**src/rtl/syscall_unit.sv**
```systemverilog
// Hardware SYSCALL service engine: decimal print, NUL-terminated string print and exit.
// Characters leave as a valid/ready byte stream. The CPU is stalled while a call is in service.
module syscall_unit #(
  parameter int MAX_STR = 1024
) (
  input  logic        clk,
  input  logic        rst,
  input  logic        sys_req,
  input  logic [31:0] sys_v0,
  input  logic [31:0] sys_a0,
  output logic        stall,
  output logic        dm_rd_en,
  output logic [29:0] dm_addr,
  input  logic [31:0] dm_rdata,
  output logic        tx_valid,
  output logic [7:0]  tx_data,
  input  logic        tx_ready,
  output logic        halt,
  output logic        err
);

  localparam int CW = $clog2(MAX_STR + 1);

  typedef enum logic [3:0] {
    S_IDLE, S_STR_RD, S_STR_CHK, S_STR_SEND,
    S_INT_DIV, S_INT_SIGN, S_INT_SEND, S_DONE, S_HALT
  } state_t;

  state_t        state_q, state_d;
  logic          neg_q, neg_d;
  logic [31:0]   mag_q, mag_d;
  logic [31:0]   ptr_q, ptr_d;
  logic [CW-1:0] cnt_q, cnt_d;
  logic [3:0]    didx_q, didx_d;
  logic [3:0]    dig_q [10];
  logic [3:0]    dig_d [10];
  logic          dm_rd_en_q, dm_rd_en_d;
  logic [29:0]   dm_addr_q, dm_addr_d;
  logic          tx_valid_q, tx_valid_d;
  logic [7:0]    tx_data_q, tx_data_d;
  logic          halt_q, halt_d;
  logic          err_q, err_d;

  logic [31:0] abs_a0, mag_div, ptr_inc;
  logic [3:0]  mag_rem, didx_dec;
  logic [7:0]  str_byte;
  logic        tx_acc;

  // Two's-complement negate leaves 0x80000000 unchanged, which is its correct unsigned magnitude.
  assign abs_a0   = sys_a0[31] ? (~sys_a0 + 32'd1) : sys_a0;
  assign mag_div  = mag_q / 32'd10;
  assign mag_rem  = 4'(mag_q % 32'd10);
  assign ptr_inc  = ptr_q + 32'd1;
  assign didx_dec = didx_q - 4'd1;
  assign tx_acc   = tx_valid_q & tx_ready;

  always_comb begin
    str_byte = dm_rdata[7:0];
    case (ptr_q[1:0])
      2'd0: str_byte = dm_rdata[7:0];
      2'd1: str_byte = dm_rdata[15:8];
      2'd2: str_byte = dm_rdata[23:16];
      2'd3: str_byte = dm_rdata[31:24];
      default: str_byte = dm_rdata[7:0];
    endcase
  end

  // Gated by rst so the stall request falls with the asynchronous reset even if sys_req is held.
  assign stall = rst & (((state_q == S_IDLE) & sys_req) |
                        ((state_q != S_IDLE) & (state_q != S_DONE)));

  always_comb begin
    state_d    = state_q;
    neg_d      = neg_q;
    mag_d      = mag_q;
    ptr_d      = ptr_q;
    cnt_d      = cnt_q;
    didx_d     = didx_q;
    dig_d      = dig_q;
    dm_rd_en_d = dm_rd_en_q;
    dm_addr_d  = dm_addr_q;
    tx_valid_d = tx_valid_q;
    tx_data_d  = tx_data_q;
    halt_d     = halt_q;
    err_d      = err_q;

    case (state_q)
      S_IDLE: begin
        if (sys_req) begin
          case (sys_v0)
            32'd1: begin
              mag_d   = abs_a0;
              neg_d   = sys_a0[31];
              didx_d  = 4'd0;
              state_d = S_INT_DIV;
            end
            32'd4: begin
              ptr_d      = sys_a0;
              cnt_d      = '0;
              dm_rd_en_d = 1'b1;
              dm_addr_d  = sys_a0[31:2];
              state_d    = S_STR_RD;
            end
            32'd10: begin
              halt_d  = 1'b1;
              state_d = S_HALT;
            end
            default: begin
              err_d   = 1'b1;
              state_d = S_DONE;
            end
          endcase
        end
      end

      S_STR_RD: begin
        dm_rd_en_d = 1'b0;
        state_d    = S_STR_CHK;
      end

      S_STR_CHK: begin
        if (str_byte == 8'h00) begin
          state_d = S_DONE;
        end else begin
          tx_valid_d = 1'b1;
          tx_data_d  = str_byte;
          state_d    = S_STR_SEND;
        end
      end

      S_STR_SEND: begin
        if (tx_acc) begin
          tx_valid_d = 1'b0;
          if (cnt_q == CW'(MAX_STR - 1)) begin
            err_d   = 1'b1;
            state_d = S_DONE;
          end else begin
            cnt_d      = cnt_q + 1'b1;
            ptr_d      = ptr_inc;
            dm_rd_en_d = 1'b1;
            dm_addr_d  = ptr_inc[31:2];
            state_d    = S_STR_RD;
          end
        end
      end

      // Digits are produced least significant first. didx ends up pointing at the leading digit.
      S_INT_DIV: begin
        dig_d[didx_q] = mag_rem;
        mag_d         = mag_div;
        if (mag_div == 32'd0) begin
          tx_valid_d = 1'b1;
          if (neg_q) begin
            tx_data_d = 8'h2D;
            state_d   = S_INT_SIGN;
          end else begin
            tx_data_d = 8'h30 + {4'h0, mag_rem};
            state_d   = S_INT_SEND;
          end
        end else begin
          didx_d = didx_q + 4'd1;
        end
      end

      S_INT_SIGN: begin
        if (tx_acc) begin
          tx_data_d = 8'h30 + {4'h0, dig_q[didx_q]};
          state_d   = S_INT_SEND;
        end
      end

      S_INT_SEND: begin
        if (tx_acc) begin
          if (didx_q == 4'd0) begin
            tx_valid_d = 1'b0;
            state_d    = S_DONE;
          end else begin
            didx_d    = didx_dec;
            tx_data_d = 8'h30 + {4'h0, dig_q[didx_dec]};
          end
        end
      end

      S_DONE:  state_d = S_IDLE;
      S_HALT:  state_d = S_HALT;
      default: state_d = S_IDLE;
    endcase
  end

  always_ff @(posedge clk or negedge rst) begin
    if (!rst) begin
      state_q    <= S_IDLE;
      neg_q      <= 1'b0;
      mag_q      <= '0;
      ptr_q      <= '0;
      cnt_q      <= '0;
      didx_q     <= '0;
      dm_rd_en_q <= 1'b0;
      dm_addr_q  <= '0;
      tx_valid_q <= 1'b0;
      tx_data_q  <= '0;
      halt_q     <= 1'b0;
      err_q      <= 1'b0;
    end else begin
      state_q    <= state_d;
      neg_q      <= neg_d;
      mag_q      <= mag_d;
      ptr_q      <= ptr_d;
      cnt_q      <= cnt_d;
      didx_q     <= didx_d;
      dm_rd_en_q <= dm_rd_en_d;
      dm_addr_q  <= dm_addr_d;
      tx_valid_q <= tx_valid_d;
      tx_data_q  <= tx_data_d;
      halt_q     <= halt_d;
      err_q      <= err_d;
    end
  end

  // Digit storage is pure data, always written before it is read, so it carries no reset.
  always_ff @(posedge clk) begin
    dig_q <= dig_d;
  end

  assign dm_rd_en = dm_rd_en_q;
  assign dm_addr  = dm_addr_q;
  assign tx_valid = tx_valid_q;
  assign tx_data  = tx_data_q;
  assign halt     = halt_q;
  assign err      = err_q;

endmodule

```
**config.mk**
```make
export PLATFORM = sky130hd
export DESIGN_NAME = syscall_unit
export DESIGN_NICKNAME = d
export VERILOG_FILES = /design/src/rtl/syscall_unit.sv
export SDC_FILE = /design/constraint.sdc
export NUM_CORES = 1
export LEC_CHECK = 0
export ABC_AREA = 0
export BUFFER_PORTS_ARGS = -buffer_cell sky130_fd_sc_hd__buf_2
export CAP_MARGIN = 20
export CELL_PAD_IN_SITES_DETAIL_PLACEMENT = 1
export CELL_PAD_IN_SITES_GLOBAL_PLACEMENT = 2
export CORE_MARGIN = 3
export CORE_UTILIZATION = 36
export CTS_CLUSTER_DIAMETER = 100
export DETAILED_ROUTE_END_ITERATION = 7
export GPL_TIMING_DRIVEN = 1
export PLACE_DENSITY = 0.85
export SYNTH_ARGS = -nofsm -noshare
export SYNTH_HDL_FRONTEND = slang
export SYNTH_SLANG_ARGS = --single-unit
```
**constraint.sdc**
```tcl
create_clock -name clk -period 16.24 [get_ports clk]
set_input_delay 0 -clock clk [delete_from_list [all_inputs] [get_ports clk]]
set_output_delay 0 -clock clk [all_outputs]
set_load 0.05 [all_outputs]
```
== Word level (Yosys, flattened, before mapping) ==
Cells that the tools add are included.

* Magnitude comparators: 3
* Add/subtract/negate cells: 8
* Divide/modulo/power cells: 2
* Bitwise operators: 8
* Multiplexer cells: 69
* Reduce and logical (&&, ||, !) cells: 24
* Equality and inequality tests: 29

{| class="wikitable"
|+ Operators with widths
! operator !! count
|-
| 32-bit 2-to-1 mux || 7
|-
| 32-bit one-hot mux with 2 select lines || 2
|-
| 30-bit 2-to-1 mux || 4
|-
| 32-bit by 1-bit adder with 32-bit output, second input constant || 2
|-
| 4-bit 2-to-1 mux || 16
|-
| 8-bit one-hot mux with 4 select lines || 2
|-
| 30-bit one-hot mux with 2 select lines || 1
|-
| 11-bit 2-to-1 mux || 4
|-
| 40-bit bitwise mux || 1
|-
| 8-bit 2-to-1 mux || 5
|-
| 4-bit binary-select mux with 4-bit select || 2
|-
| 32-bit by 4-bit divider with 32-bit output, second input constant || 1
|-
| 32-bit by 1-bit == test with 1-bit output, second input constant || 1
|-
| 32-bit by 3-bit == test with 1-bit output, second input constant || 1
|-
| 32-bit by 4-bit == test with 1-bit output, second input constant || 1
|-
| 32-bit logical NOT || 1
|-
| 32-bit by 4-bit modulo with 32-bit output, second input constant || 1
|-
| 32-bit NOT || 1
|-
| 4-bit one-hot mux with 8 select lines || 1
|-
| 2-bit inequality test, second input constant || 12
|-
| 4-bit one-hot mux with 3 select lines || 2
|-
| 6-bit AND reduction || 4
|-
| 11-bit one-hot mux with 2 select lines || 1
|-
| 6-bit by 4-bit adder with 7-bit output, first input constant || 3
|-
| 35 further kinds || 67
|}

* Bits in registers: 166
* Word-level logic and storage cells: 165
* Output and inout port bits: 43
* Input port bits: 100

== Logic depth before layout (Yosys ltp) ==
* Depth after elaboration: 9
* Mapped depth: 59
* Mapped depth without buffers: 45

== Least setup slack after synthesis ==
No wires, ideal clock.

* Path kind: register to register
* From: register mag_q[31]
* To: register tx_data_q[3], in the netlist tx_data[3]
* Arrival: 12.649 ns
* Stages on the path, launching flop included: 55
* Required time: 16.145 ns
* Library setup time: 0.095 ns
* Path slack: 3.496 ns
* Cells stage by stage: dfrtp_1 buf_6 buf_6 a211oi_1 a211oi_1 o221a_1 buf_6 o41a_1 o22a_1 and3_4 buf_6 a211o_1 and2_4 nand3_2 o311ai_1 o221a_1 buf_2 or4b_1 [19 not listed] or2_2 a221oi_2 or4_1 buf_2 and2_1 mux4_2 a222oi_1 mux2i_1 nand3_1 o21ai_0 nor3b_1 a21oi_1 ha_1 o41ai_1 a41oi_1 xnor2_1 a21oi_1 o31ai_1

* Cells in the longest elaborated chain, start to end: 5
* Elaborated cells between the ends (all ways): 9

{| class="wikitable"
|+ Ends and longest elaborated chain
! element !! line !! source
|-
| start, declared || 31 || <nowiki>logic [31:0] mag_q, mag_d;</nowiki>
|-
| start signal, assigned || 207 || <nowiki>mag_q <= mag_d;</nowiki>
|-
| 32-bit by 4-bit modulo with 32-bit output || 52 || <nowiki>assign mag_rem = 4'(mag_q % 32'd10);</nowiki>
|-
| net mag_rem[3] || 45 || <nowiki>logic [3:0] mag_rem, didx_dec;</nowiki>
|-
| 6-bit by 4-bit adder with 7-bit output || 157 || <nowiki>tx_data_d = 8'h30 + {4'h0, mag_rem};</nowiki>
|-
| 7-bit 2-to-1 mux || 153 || <nowiki>if (neg_q) begin</nowiki>
|-
| 8-bit 2-to-1 mux || 151 || <nowiki>if (mag_div == 32'd0) begin</nowiki>
|-
| 8-bit one-hot mux with 4 select lines || 87 || <nowiki>case (state_q)</nowiki>
|-
| end signal, assigned || 214 || <nowiki>tx_data_q <= tx_data_d;</nowiki>
|-
| end, declared || 40 || <nowiki>logic [7:0] tx_data_q, tx_data_d;</nowiki>
|}

The timed path passes the listed nets, and every way through them passes these cells. The select of a mux whose other input is x is not followed.
A chain may end at the register's enable or synchronous reset.

== Worst setup path after layout ==
* From: register mag_q[30]
* To: register tx_data_q[3], in the netlist tx_data[3]

Same word-level chain as after synthesis.

==> flow_summary.toml <==
[status]
status = "completed"

[timing]
min_period_ns = 15.24
relSlewSlack_pct = 37.5
min_period_over_period_pct = 93.9
setup-violations-final = 0
tns_ns = 0
hold_slack_ns = 0.0216
tightest_slew_ns = 0.935
report.final.slew_viol_count = 0
hold_violations = 0
fmax_ghz = 0.0656
skew_ns = 0.0136

[final_layout]
area_delta_synth_final_pct = 12.7
drive_above_1_share_pct = 15.9
final_core_util_pct = 41.7
final_cells = 2601
diodes = 0
fin_nets = 2167

[synth]
synth_seq_cells = 136
ys_warn_count = 0
async_reset_ff_share_pct = 70.6
netlist.area_leader.share_pct = 15.7
ys_types = 121
synthCells = 2008
synth_edf_count = 40
synth-main-ff-cell = "dfrtp_1"
synth_seq_area_share_pct = 23.5
synth.net_count = 2119
syn_avg_cell_area_um2 = 7.63
yosys-top-cells-count = "nand2_1 (208), nor2_1 (191), a21oi_1 (145)"
post-synth-top-count-cell = "nand2_1"
yosys.area.top_type = "dfrtp_1"
synth_area_leaders = "dfrtp_1 (16%), edfxtp_1 (7.8%), nand2_1 (5.1%)"
syn-cell-area_mm2 = 0.0153

[clock_tree]
cts.sinks = 136
cts_inserted_buffers = 17
cts_tree = "done"
root_buffer = "clkbuf_16"
clk_pin_slew_ns = 0.07
clkLatencyLatePin_ns = 0.46
htree_num_levels = 4
cts_buffer_depth = 2

[die]
io_pins = 143
start_util_pct = 37.0
die_w_um = 212
rows = 74
dieArea_mm2 = 0.0451
core-area_mm2 = 0.0414
dieHeight_um = 212

[worst_setup_path]
max_stage_delay_ns = 0.74
worstSetupPathType = "flip-flop to flip-flop"
crit_end = "tx_data[3]"
critPathMaxFanout = 18
path_common_cell = "a21oi_1"
critPathRequiredTime_ns = 16.60
cp-startpoint = "mag_q[30]"
crit-reg2reg-capture = "tx_data[3]"
r2r_cells = 46
critPathSlowestCell = "or4_1"
worst_setup_path_end_kind = "flip-flop"
reg2reg_slack_ns = 1.0
worst_setup_path_start_kind = "flip-flop"
rr_startpoint = "mag_q[30]"
worst-endpoint-arrival_ns = 15.60

[grt]
grtUsageTotal_pct = 24.7
grt_max_degree = 63
antenna_found_initial = 1
grt_first_pass_wirelength_um = 91100
overflow = 0
grt_pass1_vias = 16514

[route]
top_layer = "met4"
drt_iter0_markers = 1318
wl_met2_um = 26700
wl_met1_um = 25900
num_vias = 16853
dr_wl_met3_um = 3160
postRouteAntennaNets = 0
drt_wl_total_um = 56500
dr.pass1.iters = 8
routedWlPerCell_um = 21.7
route.detailed.drc = 0
avgViaCountPerCell = 6.48

[placement]
hpwlAfterDp_um = 41600
finalWeightedCongestion = 0.930
io_buffers = 142
dp.cells = 2524

[flow_run]
drv_cap = 0

[worst_hold_path]
worstHoldPathType = "input pin to flip-flop"
-- cell families (layout without fill, tap and decap cells) --
logic type,count (synthesis),in the layout,share of synthesized area (%)
AO/OA/AOI/OAI,674,674,31.4
XOR/XNOR,60,60,3.52
adder cells (fa/ha/maj),14,14,1.10
buffers and inverters,241,302,7.30
flip-flops,136,136,23.5
multiplexers,78,78,6.71
AND/OR/NAND/NOR,805,805,26.4
-- critical path: cells and delay by family, from the launching register on --
kind                     cells  cell delay [ns]
flip-flops                   1             0.56
AO/OA/AOI/OAI               21             6.04
XOR/XNOR                     1             0.18
adder cells (fa/ha/maj)      1             0.21
buffers and inverters        2             0.49
AND/OR/NAND/NOR             21             7.60
-- layout make-up --
cell class / count / area (um2)
well taps: 532 / 666
flip-flops and latches: 136 / 3610
fillers: 5005 / 24100
inverters: 53 / 199
clock buffers: 17 / 425
multi-input cells: 1631 / 10800
clock inverters: 15 / 196
repair buffers: 217 / 1370
-- timing repair --
| item | CTS | global route |
|---|---|---|
| hold buffers | 36 | 0 |
| setup buffers | 0 | 9 |
| endpoints found under the hold margin | 93 | 0 |
| resized for setup | 0 | 28 |
| setup endpoints to repair | 0 | 47 |
-- metrics by stage --
| stage | setup slack, ns | cell area (um2) |
|---|---|---|
| after global placement | 0.592 | 16000 |
| after floorplan | 3.50 | 15300 |
| after global routing | -0.0356 | 17300 |
| final | 0.996 | 17300 |
| after CTS | 0.0396 | 17000 |
| after detailed placement | 0.101 | 16000 |
-- worst min path at each step --
stage / startpoint / endpoint / depth (start not counted)
global placement: rst / ptr_q[10] / 1
detailed placement: rst / ptr_q[14] / 1
global route: tx_ready / state_q[2] / 3
finish: tx_ready / state_q[2] / 3
CTS: tx_ready / state_q[2] / 3
floorplan: rst / cnt_q[0] / 0
-- flip-flops by register name, summed over array words and instances, names as in the netlist --
register,flops
cnt_q,11
dig_q,40
ptr_q,31
err,1
dm_rd_en,1
dm_addr,1
tx_valid,1
neg_q,1
halt,1
mag_q,32
state_q,4
didx_q,4
tx_data,8
-- cell usage in the layout (no fill, tap or decap), types with 10 or more instances in the layout --
master | Yosys | routed
nand2_1 | 208 | 208
nor2_1 | 191 | 187
a21oi_1 | 145 | 143
o21ai_0 | 141 | 141
buf_2 | 34 | 141
dfrtp_1 | 96 | 94
nand3_1 | 85 | 85
nor3_1 | 78 | 73
inv_1 | 46 | 46
mux2i_1 | 43 | 43
edfxtp_1 | 40 | 40
buf_4 | 35 | 40
dlygate4sd3_1 | 0 | 36
xnor2_1 | 36 | 34
nor4_1 | 34 | 33
and3_1 | 32 | 32
o211ai_1 | 32 | 32
o31ai_1 | 30 | 30
nand4_1 | 27 | 27
o22ai_1 | 26 | 25
and2_1 | 25 | 24
a211oi_1 | 24 | 24
xor2_1 | 23 | 22
or3_1 | 21 | 20
a31oi_1 | 18 | 18
mux4_2 | 18 | 18
o221ai_1 | 17 | 17
clkbuf_16 | 0 | 17
or4_1 | 16 | 16
a22oi_1 | 15 | 15
o41ai_1 | 14 | 14
o21ai_1 | 11 | 11
nor3b_1 | 11 | 11
ha_1 | 11 | 11
a221oi_1 | 11 | 10
a222oi_1 | 10 | 10
o2111ai_1 | 10 | 10
-- routing by layer --
| metal | track usage, % | vias up |
|---|---|---|
| li1 | - | 7793 |
| met1 | 35.1 | 8423 |
| met2 | 40.7 | 565 |
| met3 | 2.66 | 72 |
| met4 | 5.46 | 0 |
| met5 | 0 | - |
Power is left out: the tool's default activity adds up to more than one toggle a clock period on the data nets, which glitch-free logic cannot reach.
